`config.mk`:
```
export PLATFORM = sky130hd
export DESIGN_NAME = pc_unit_ras
export DESIGN_NICKNAME = d
export VERILOG_FILES = /design/src/rtl/pc_unit_ras.sv
export SDC_FILE = /design/constraint.sdc
export NUM_CORES = 1
export LEC_CHECK = 0
export BUFFER_PORTS_ARGS = -buffer_cell sky130_fd_sc_hd__buf_4
export CAP_MARGIN = 20
export CORE_UTILIZATION = 55
export CTS_CLUSTER_SIZE = 16
export DETAILED_ROUTE_END_ITERATION = 7
export MAX_ROUTING_LAYER = met4
export PLACE_DENSITY_LB_ADDON = 0.3
export SYNTH_ARGS = -nofsm -noshare
export SYNTH_HDL_FRONTEND = slang
export SYNTH_SLANG_ARGS = --single-unit
```
`constraint.sdc`:
```
create_clock -name clk -period 3 [get_ports clk]
set_input_delay 0.15 -clock clk [delete_from_list [all_inputs] [get_ports clk]]
set_output_delay 0.15 -clock clk [all_outputs]
set_load 0.01 [all_outputs]
```
`src/rtl/pc_unit_ras.sv`:
```
// Program counter with latched sequential/branch candidates, a circular return-address
// stack and a post-reset discard cycle. Define PC_INST_COUNT_EN to add the num_inst counter.
module pc_unit_ras #(
    parameter int                   WORD_SIZE    = 16,
    parameter logic [WORD_SIZE-1:0] RESET_VECTOR = '0,
    parameter int                   RAS_DEPTH    = 4,
    parameter int                   CNT_WIDTH    = 16
) (
    input  logic                 clk,
    input  logic                 reset,
    input  logic [1:0]           pc_source,
    input  logic [WORD_SIZE-1:0] next_target,
    input  logic                 pc_reg_write,
    input  logic                 pvs_write,
    input  logic                 ras_push,
    output logic [WORD_SIZE-1:0] inst_addr,
    output logic [WORD_SIZE-1:0] next_pc_seq,
    output logic [WORD_SIZE-1:0] next_pc_branch,
    output logic [WORD_SIZE-1:0] ras_top,
    output logic                 ras_empty,
    output logic                 ras_full,
    output logic                 ras_overflow,
    output logic                 ras_underflow,
    output logic                 running
`ifdef PC_INST_COUNT_EN
    ,
    output logic [CNT_WIDTH-1:0] num_inst
`endif
);

    localparam int PTR_W = (RAS_DEPTH > 1) ? $clog2(RAS_DEPTH) : 1;
    localparam logic [PTR_W:0] DEPTH_CNT = (PTR_W + 1)'(RAS_DEPTH);

    localparam logic [1:0] SRC_SEQ    = 2'b00;
    localparam logic [1:0] SRC_BRANCH = 2'b01;
    localparam logic [1:0] SRC_JUMP   = 2'b10;
    localparam logic [1:0] SRC_RETURN = 2'b11;

    logic [WORD_SIZE-1:0] inst_addr_reg, inst_addr_next;
    logic [WORD_SIZE-1:0] next_pc_seq_reg;
    logic [WORD_SIZE-1:0] next_pc_branch_reg;
    logic [PTR_W-1:0]     ras_ptr_reg, ras_ptr_next;
    logic [PTR_W:0]       ras_cnt_reg, ras_cnt_next;
    logic                 ras_overflow_reg, ras_underflow_reg;
    logic                 rest_reg;

    logic [WORD_SIZE-1:0] ras_mem [RAS_DEPTH];
    logic                 ras_wr_en;
    logic [PTR_W-1:0]     ras_wr_idx;
    logic                 ovf_set, unf_set;
    logic                 commit_en, latch_en;
    logic                 empty_w, full_w;
    logic [WORD_SIZE-1:0] top_w;

    assign commit_en = !rest_reg && pvs_write;
    assign latch_en  = !rest_reg && pc_reg_write && !pvs_write;
    assign empty_w   = (ras_cnt_reg == '0);
    assign full_w    = (ras_cnt_reg == DEPTH_CNT);
    assign top_w     = empty_w ? '0 : ras_mem[ras_ptr_reg];

    // ras_ptr_reg indexes the current top; a push lands one slot above it, which when
    // full is the oldest entry, so the stack overwrites circularly.
    always_comb begin
        inst_addr_next = inst_addr_reg;
        ras_ptr_next   = ras_ptr_reg;
        ras_cnt_next   = ras_cnt_reg;
        ras_wr_en      = 1'b0;
        ras_wr_idx     = ras_ptr_reg;
        ovf_set        = 1'b0;
        unf_set        = 1'b0;
        if (commit_en) begin
            case (pc_source)
                SRC_SEQ:    inst_addr_next = next_pc_seq_reg;
                SRC_BRANCH: inst_addr_next = next_pc_branch_reg;
                SRC_JUMP:   inst_addr_next = next_target;
                default: begin
                    if (empty_w) begin
                        inst_addr_next = next_pc_seq_reg;
                        unf_set        = 1'b1;
                    end else begin
                        inst_addr_next = top_w;
                    end
                end
            endcase
            if (pc_source == SRC_RETURN && !empty_w) begin
                if (ras_push) begin
                    // Return and call together: replace the top in place.
                    ras_wr_en  = 1'b1;
                    ras_wr_idx = ras_ptr_reg;
                end else begin
                    ras_ptr_next = ras_ptr_reg - 1'b1;
                    ras_cnt_next = ras_cnt_reg - 1'b1;
                end
            end else if (ras_push) begin
                ras_wr_en    = 1'b1;
                ras_wr_idx   = ras_ptr_reg + 1'b1;
                ras_ptr_next = ras_ptr_reg + 1'b1;
                if (full_w) begin
                    ovf_set = 1'b1;
                end else begin
                    ras_cnt_next = ras_cnt_reg + 1'b1;
                end
            end
        end
    end

    always_ff @(posedge clk) begin
        if (reset) begin
            inst_addr_reg      <= RESET_VECTOR;
            next_pc_seq_reg    <= '0;
            next_pc_branch_reg <= '0;
            ras_ptr_reg        <= '0;
            ras_cnt_reg        <= '0;
            ras_overflow_reg   <= 1'b0;
            ras_underflow_reg  <= 1'b0;
            rest_reg           <= 1'b1;
        end else if (rest_reg) begin
            rest_reg <= 1'b0;
        end else begin
            inst_addr_reg <= inst_addr_next;
            ras_ptr_reg   <= ras_ptr_next;
            ras_cnt_reg   <= ras_cnt_next;
            if (ovf_set) ras_overflow_reg <= 1'b1;
            if (unf_set) ras_underflow_reg <= 1'b1;
            if (latch_en && pc_source == SRC_SEQ) next_pc_seq_reg <= next_target;
            if (latch_en && pc_source == SRC_BRANCH) next_pc_branch_reg <= next_target;
        end
    end

    genvar gi;
    generate
        for (gi = 0; gi < RAS_DEPTH; gi++) begin : g_ras
            logic [WORD_SIZE-1:0] entry_reg;
            always_ff @(posedge clk) begin
                if (reset) begin
                    entry_reg <= '0;
                end else if (ras_wr_en && ras_wr_idx == PTR_W'(gi)) begin
                    entry_reg <= next_pc_seq_reg;
                end
            end
            assign ras_mem[gi] = entry_reg;
        end
    endgenerate

`ifdef PC_INST_COUNT_EN
    logic [CNT_WIDTH-1:0] num_inst_reg;
    always_ff @(posedge clk) begin
        if (reset) begin
            num_inst_reg <= '0;
        end else if (commit_en) begin
            num_inst_reg <= num_inst_reg + 1'b1;
        end
    end
    assign num_inst = num_inst_reg;
`endif

    assign inst_addr      = inst_addr_reg;
    assign next_pc_seq    = next_pc_seq_reg;
    assign next_pc_branch = next_pc_branch_reg;
    assign ras_top        = top_w;
    assign ras_empty      = empty_w;
    assign ras_full       = full_w;
    assign ras_overflow   = ras_overflow_reg;
    assign ras_underflow  = ras_underflow_reg;
    assign running        = !rest_reg;

endmodule

```
Word level (Yosys, flattened, before mapping)
Cells that the tools add are included.
- bits in registers: 120
- latch bits: 0
- RAM bits: 0
- memory bits (read-only): 0
- input port bits: 23
- output and inout bits: 69
- logic and storage cells: 78
- memories: 0
- add/subtract/negate cells: 4
- multiply operators: 0
- divide/modulo/power cells: 0
- order comparisons: 1
- eq/ne operators: 9
- shifts and indexed selects: 0
- multiplexer cells: 25
- bitwise gates (word level): 2
- reductions and logical operators: 25
- operator list (kind ; number):
    $mux 16 ; 4
    $pmux 16 s3 ; 1
    $bmux 16 s2 ; 1
    $mux 3 ; 4
    $logic_and 1x1->1 ; 10
    $mux 1 ; 10
    $mux 2 ; 5
    $reduce_and 2->1 ; 5
    $eq 2x2->1 const B ; 4
    $reduce_and 5->1 ; 1
    $eq 2x1->1 const B ; 2
    $logic_not 2->1 ; 2
    $add 3x1->3 const B ; 1
    $eq 3x3->1 const B ; 1
    $ge 3x3->1 const B ; 1
    $logic_not 1->1 ; 3
    $logic_not 3->1 ; 1
    $not 2->3 ; 1
    $reduce_and 3->1 ; 1
    $reduce_or 3->1 ; 1
    $sub 3x1->3 const B ; 1
    $add 2x1->2 const B ; 1
    $ne 2x1->1 const B ; 1
    $ne 2x2->1 const B ; 1
    other kinds (3) ; 3

Depth between registers and ports, before layout
- word-level depth: 7
- gate-level depth with buffers: 8
- mapped depth without buffers: 7

Least setup slack after synthesis
OpenSTA, ideal clock, no wires.
- kind: register -> register
- from: reg ras_cnt_reg[0]
- to: reg ras_cnt_reg[2]
- setup time: 0.091 ns
- data arrival time: 1.975 ns
- required time: 2.909 ns
- path slack: 0.934 ns
- stages on the path, launching flop included: 9
- path buffers: 1
- clock period less this slack: 2.066 ns
- cells stage by stage: dfxtp_1 -> buf_6 -> o311ai_4 -> xnor2_1 -> ha_1 -> a21oi_1 -> nor2_1 -> or3_1 -> a311oi_1
- longest elaborated chain between the ends: 5
- elaborated cells between the ends (all ways): 14
- classes of those cells: add/sub (2); eq/ne (3); mux (4); reduce/logical (5)
- ends and longest elaborated chain (what ; line ; RTL):
    from (decl) ; 43 ; logic [PTR_W:0] ras_cnt_reg, ras_cnt_next;
    from (signal assigned) ; 122 ; ras_cnt_reg <= ras_cnt_next;
    parallel branches: the longest is 5 deep, another holds $add 3x1->3 ; n/a ;
Parallel ways; which one is timed is not known. The select of a mux whose other input is x is not followed.
A chain may end at the register's enable or synchronous reset.

Worst setup path after layout
- from: reg ras_cnt_reg[1]
- to: out ras_empty
- longest elaborated chain between the ends: 1
- ends and longest elaborated chain (what ; line ; RTL):
    $logic_not 3->1 ; 57 ; assign empty_w = (ras_cnt_reg == '0);
    to (decl) ; 20 ; output logic ras_empty,
Every way passes these cells.

==> run summary <==
### Timing
• **final clock period utilization by the worst path** 0.868
• **slew at the pin closest to its max-slew limit** 1.06 ns
• **RSZ-0062 raised after global routing** no
• **min setup slack post-route** 0.395 ns
• **Setup violations, final** 0
• **setup skew after layout** 0.00876 ns
• **Max Fclk** 384 MHz
• **Total Negative Setup Slacks** 0 ns
• **worst relative slew slack** 0.294
• **final-layout worst hold slack** 0.0707 ns
• **Slew Limit Fails** 0
• **number of hold violations in the final report** 0
• **crit path time final** 2.61 ns

### Power and ir drop
• **share of power burned in registers** 0.406
• **Clock power frac** 0.527
• **Internal Power** 3.20 mW
• **total power** 4.05 mW
• **Max VDD drop** 0.000374 V
• **cell leakage power** 3.45 nW
• **P per Cell Area** 559 nW/µm²
• **Comb power frac** 0.067
• **net switching component of the power** 0.852 mW
• **switch share** 0.210

### Clocking
• **Post-CTS Setup Repair Bufs** 0
• **Bufs on Longest Clock Path** 2
• **worst skew pair latency** 0.52 ns
• **total number of clock tree sinks** 120
• **clock root buffer** clkbuf_8
• **number of buffers created by CTS** 17
• **clock tree from TritonCTS** done
• **clock-pin slew reported for the worst setup and hold paths after clock tree synthesis** 0.05 ns
• **PostCTS Resize Cnt** 0
• **CTS HTree Levels** 4
• **Post-CTS Hold Fix Bufs** 16

### Setup path
• **path length in cells of the critical path** 3
• **minimum setup slack among reg-to-reg paths** 0.66 ns
• **largest fanout of any net on the critical path** 18
• **Worst R2R Start** ras_cnt_reg[1]$_SDFFE_PP0P_
• **terminus of the critical flop-to-flop path** inst_addr[0]$_SDFFE_PP0P_
• **delay of the slowest cell on the worst path** 0.59 ns
• **cell family with most CP delay** buffers and inverters
• **worst r2r path cells** 5
• **crit path cell chain** or3_1, clkinv_1, buf_4
• **total buffers and inverters traversed by the critical path** 2
• **Critical Path RT** 2.85 ns
• **Setup CP Type** flop to output port
• **CP Capture Type** output port
• **highest-delay cell along the critical path** clkinv_1
• **data arrival time of the worst path** 2.46 ns
• **sort of element at the start of the critical path** flop

### Finish
• **number of nets in the finished design** 675
• **summed area of non-filler cells in the final layout** 7240 µm²
• **highest-count cells in the layout ignoring fill and taps** dfxtp_1 (120), mux2i_1 (100), buf_4 (100)
• **flip-flop count of the largest register after layout** 64
• **share of final-layout standard cells stronger than drive strength 1** 0.258
• **FILL cells** 650
• **commonest non-fill, non-tap cell in the layout** dfxtp_1
• **antenna diode count** 0
• **post-synthesis to final-layout area growth** 26.0%

### Yosys
• **number of distinct standard cells referenced by the synthesized netlist** 40
• **total of warnings raised by yosys** 0
• **count of state elements after synthesis** 120
• **Syn Nets** 584
• **Cells after Synth** 560
• **Post-Synthesis Mean Instance Area** 10.3 µm²
• **sequential share of the synthesized area** 0.418
• **summed instance area of the synthesized netlist** 5750 µm²

### Min path
• **worst hold path endpoint** rest_reg$_DFF_P_
• **class of the worst hold path** input pin to flop
• **number of cells traversed by the worst hold path** 1
• **hold_sp** reset

### Drt
• **number of detailed-routing iterations run before antenna repair** 5
• **final WL** 14200 µm
• **average wire per standard cell** 17.8 µm
• **Met3 Routed Length** 866 µm
• **DRT met1 WL** 6150 µm
• **number of DRC violations after detailed-routing iteration 0** 302
• **highest metal layer with signal wires** met4
• **Vias** 4547
• **WL met2** 6890 µm
• **remaining routing DRC violations** 0
• **Routed Antenna Nets** 0
• **routed vias/inst** 5.71

### Global route
• **total congestion overflow after global routing** 0
• **via count of the first global-routing pass** 4504
• **antenna violations before repair** 0
• **global-route wire length before repair** 22900 µm
• **GRT Util Overall** 0.274
• **largest net degree at the start of global routing** 65

### Floorplan
• **core area** 9950 µm²
• **Row Count** 36
• **area of the die** 10900 µm²
• **y dimension of the die** 104 µm
• **Initial Utilization** 0.578
• **number of placed I/O pins** 92
• **Die Width** 104 µm

### Placement
• **global placer's final weighted congestion** 0.894
• **dpl hpwl** 9370 µm
• **worst setup slack before clock tree synthesis** 0.739 ns
• **placement-stage cell area** 6450 µm²
• **buffers added on ports** 91

### Flow run
• **max cap viols** 0

### Status
• **result of the run** complete, no violations

-- power by group through the flow --
stage | sequential, mW | combinational [mW] | clock, mW
after floorplan | 1.67 | 0.169 | 0
after global placement | 1.67 | 0.247 | 0
after detailed placement | 1.67 | 0.252 | 0
after CTS | 1.64 | 0.271 | 2.16
after global routing | 1.64 | 0.293 | 2.24
final | 1.64 | 0.273 | 2.13
-- layer usage --
| metal | global-route usage | vias to the layer above |
|---|---|---|
| met5 | - | - |
| met4 | 0.105 | 0 |
| met3 | 0.0639 | 30 |
| met2 | 0.425 | 165 |
| met1 | 0.348 | 2210 |
| li1 | - | 2142 |
-- cell type report --
type,count,area (µm²),area share
Clock inverter,8,140,0.0193
Multi-Input combinational cell,378,3070,0.423
Tap cell,133,166,0.0230
Clock buffer,24,490,0.0677
Sequential cell,120,2400,0.332
Timing Repair Buffer,116,911,0.126
Inverter,18,67.6,0.00933
-- worst max-delay path by stage --
stage / startpoint / end / slack, ns
after global placement: ras_cnt_reg[0]$_SDFFE_PP0P_ / ras_cnt_reg[2]$_SDFFE_PP0P_ / 0.87
after floorplan: ras_cnt_reg[0]$_SDFFE_PP0P_ / ras_cnt_reg[2]$_SDFFE_PP0P_ / 0.93
after global routing: ras_cnt_reg[0]$_SDFFE_PP0P_ / ras_empty / 0.21
after CTS: ras_cnt_reg[0]$_SDFFE_PP0P_ / ras_empty / 0.38
final: ras_cnt_reg[1]$_SDFFE_PP0P_ / ras_empty / 0.39
after detailed placement: ras_cnt_reg[0]$_SDFFE_PP0P_ / ras_cnt_reg[2]$_SDFFE_PP0P_ / 0.74
-- through the flow --
step                instances   util
floorplan                 560      -
global placement          749  0.648
detailed placement        749  0.648
CTS                       797  0.728
global route              797  0.728
finish                    797  0.728
-- kinds of logic (layout without fill, tap and decap cells) --
kind of cell               count (synthesis)  after routing  share of synthesized area
AOI/OAI and AO/OA                         76             76                     0.0916
and+or+nand+nor                          163            163                      0.159
buffers and inverters                     62            166                     0.0503
muxes                                    133            133                      0.270
xor gates and xnor gates                   5              5                    0.00892
adders and majority gates                  1              1                    0.00218
DFF                                      120            120                      0.418
-- Yosys cell counts --
cell      count  area share
or4b_2        2      0.0035
a21o_1       16       0.021
dfxtp_1     120        0.42
or3_1         2      0.0022
a41oi_1       1      0.0015
nand2_1      18       0.012
and3b_1       4      0.0061
o221ai_1     16       0.024
nor4_2        1      0.0022
nand4b_1      1      0.0015
clkbuf_2      1     0.00087
ha_1          1      0.0022
mux2_2       17       0.033
inv_1        17       0.011
xnor2_1       3      0.0046
buf_4         4      0.0052
clkbuf_1     24       0.016
nor2b_1       2      0.0022
o311ai_4      1      0.0046
nand3b_1      1      0.0013
o21a_1        2      0.0026
buf_2         8      0.0070
buf_1         3      0.0020
a31oi_1       2      0.0022
a311oi_1      1      0.0015
mux2i_1     100        0.17
nor2_1       41       0.027
nor3b_1       4      0.0052
nand3_4       1      0.0030
and3_1        1      0.0011
mux4_2       16       0.063
o211ai_1      1      0.0013
o21ai_2       2      0.0030
nand2b_1     84       0.091
buf_6         4      0.0078
xor2_1        1      0.0015
clkinv_1      1     0.00065
a21oi_1      34       0.030
xor2_2        1      0.0028
nor3_1        1     0.00087
Power figures use the tool's default switching activity.
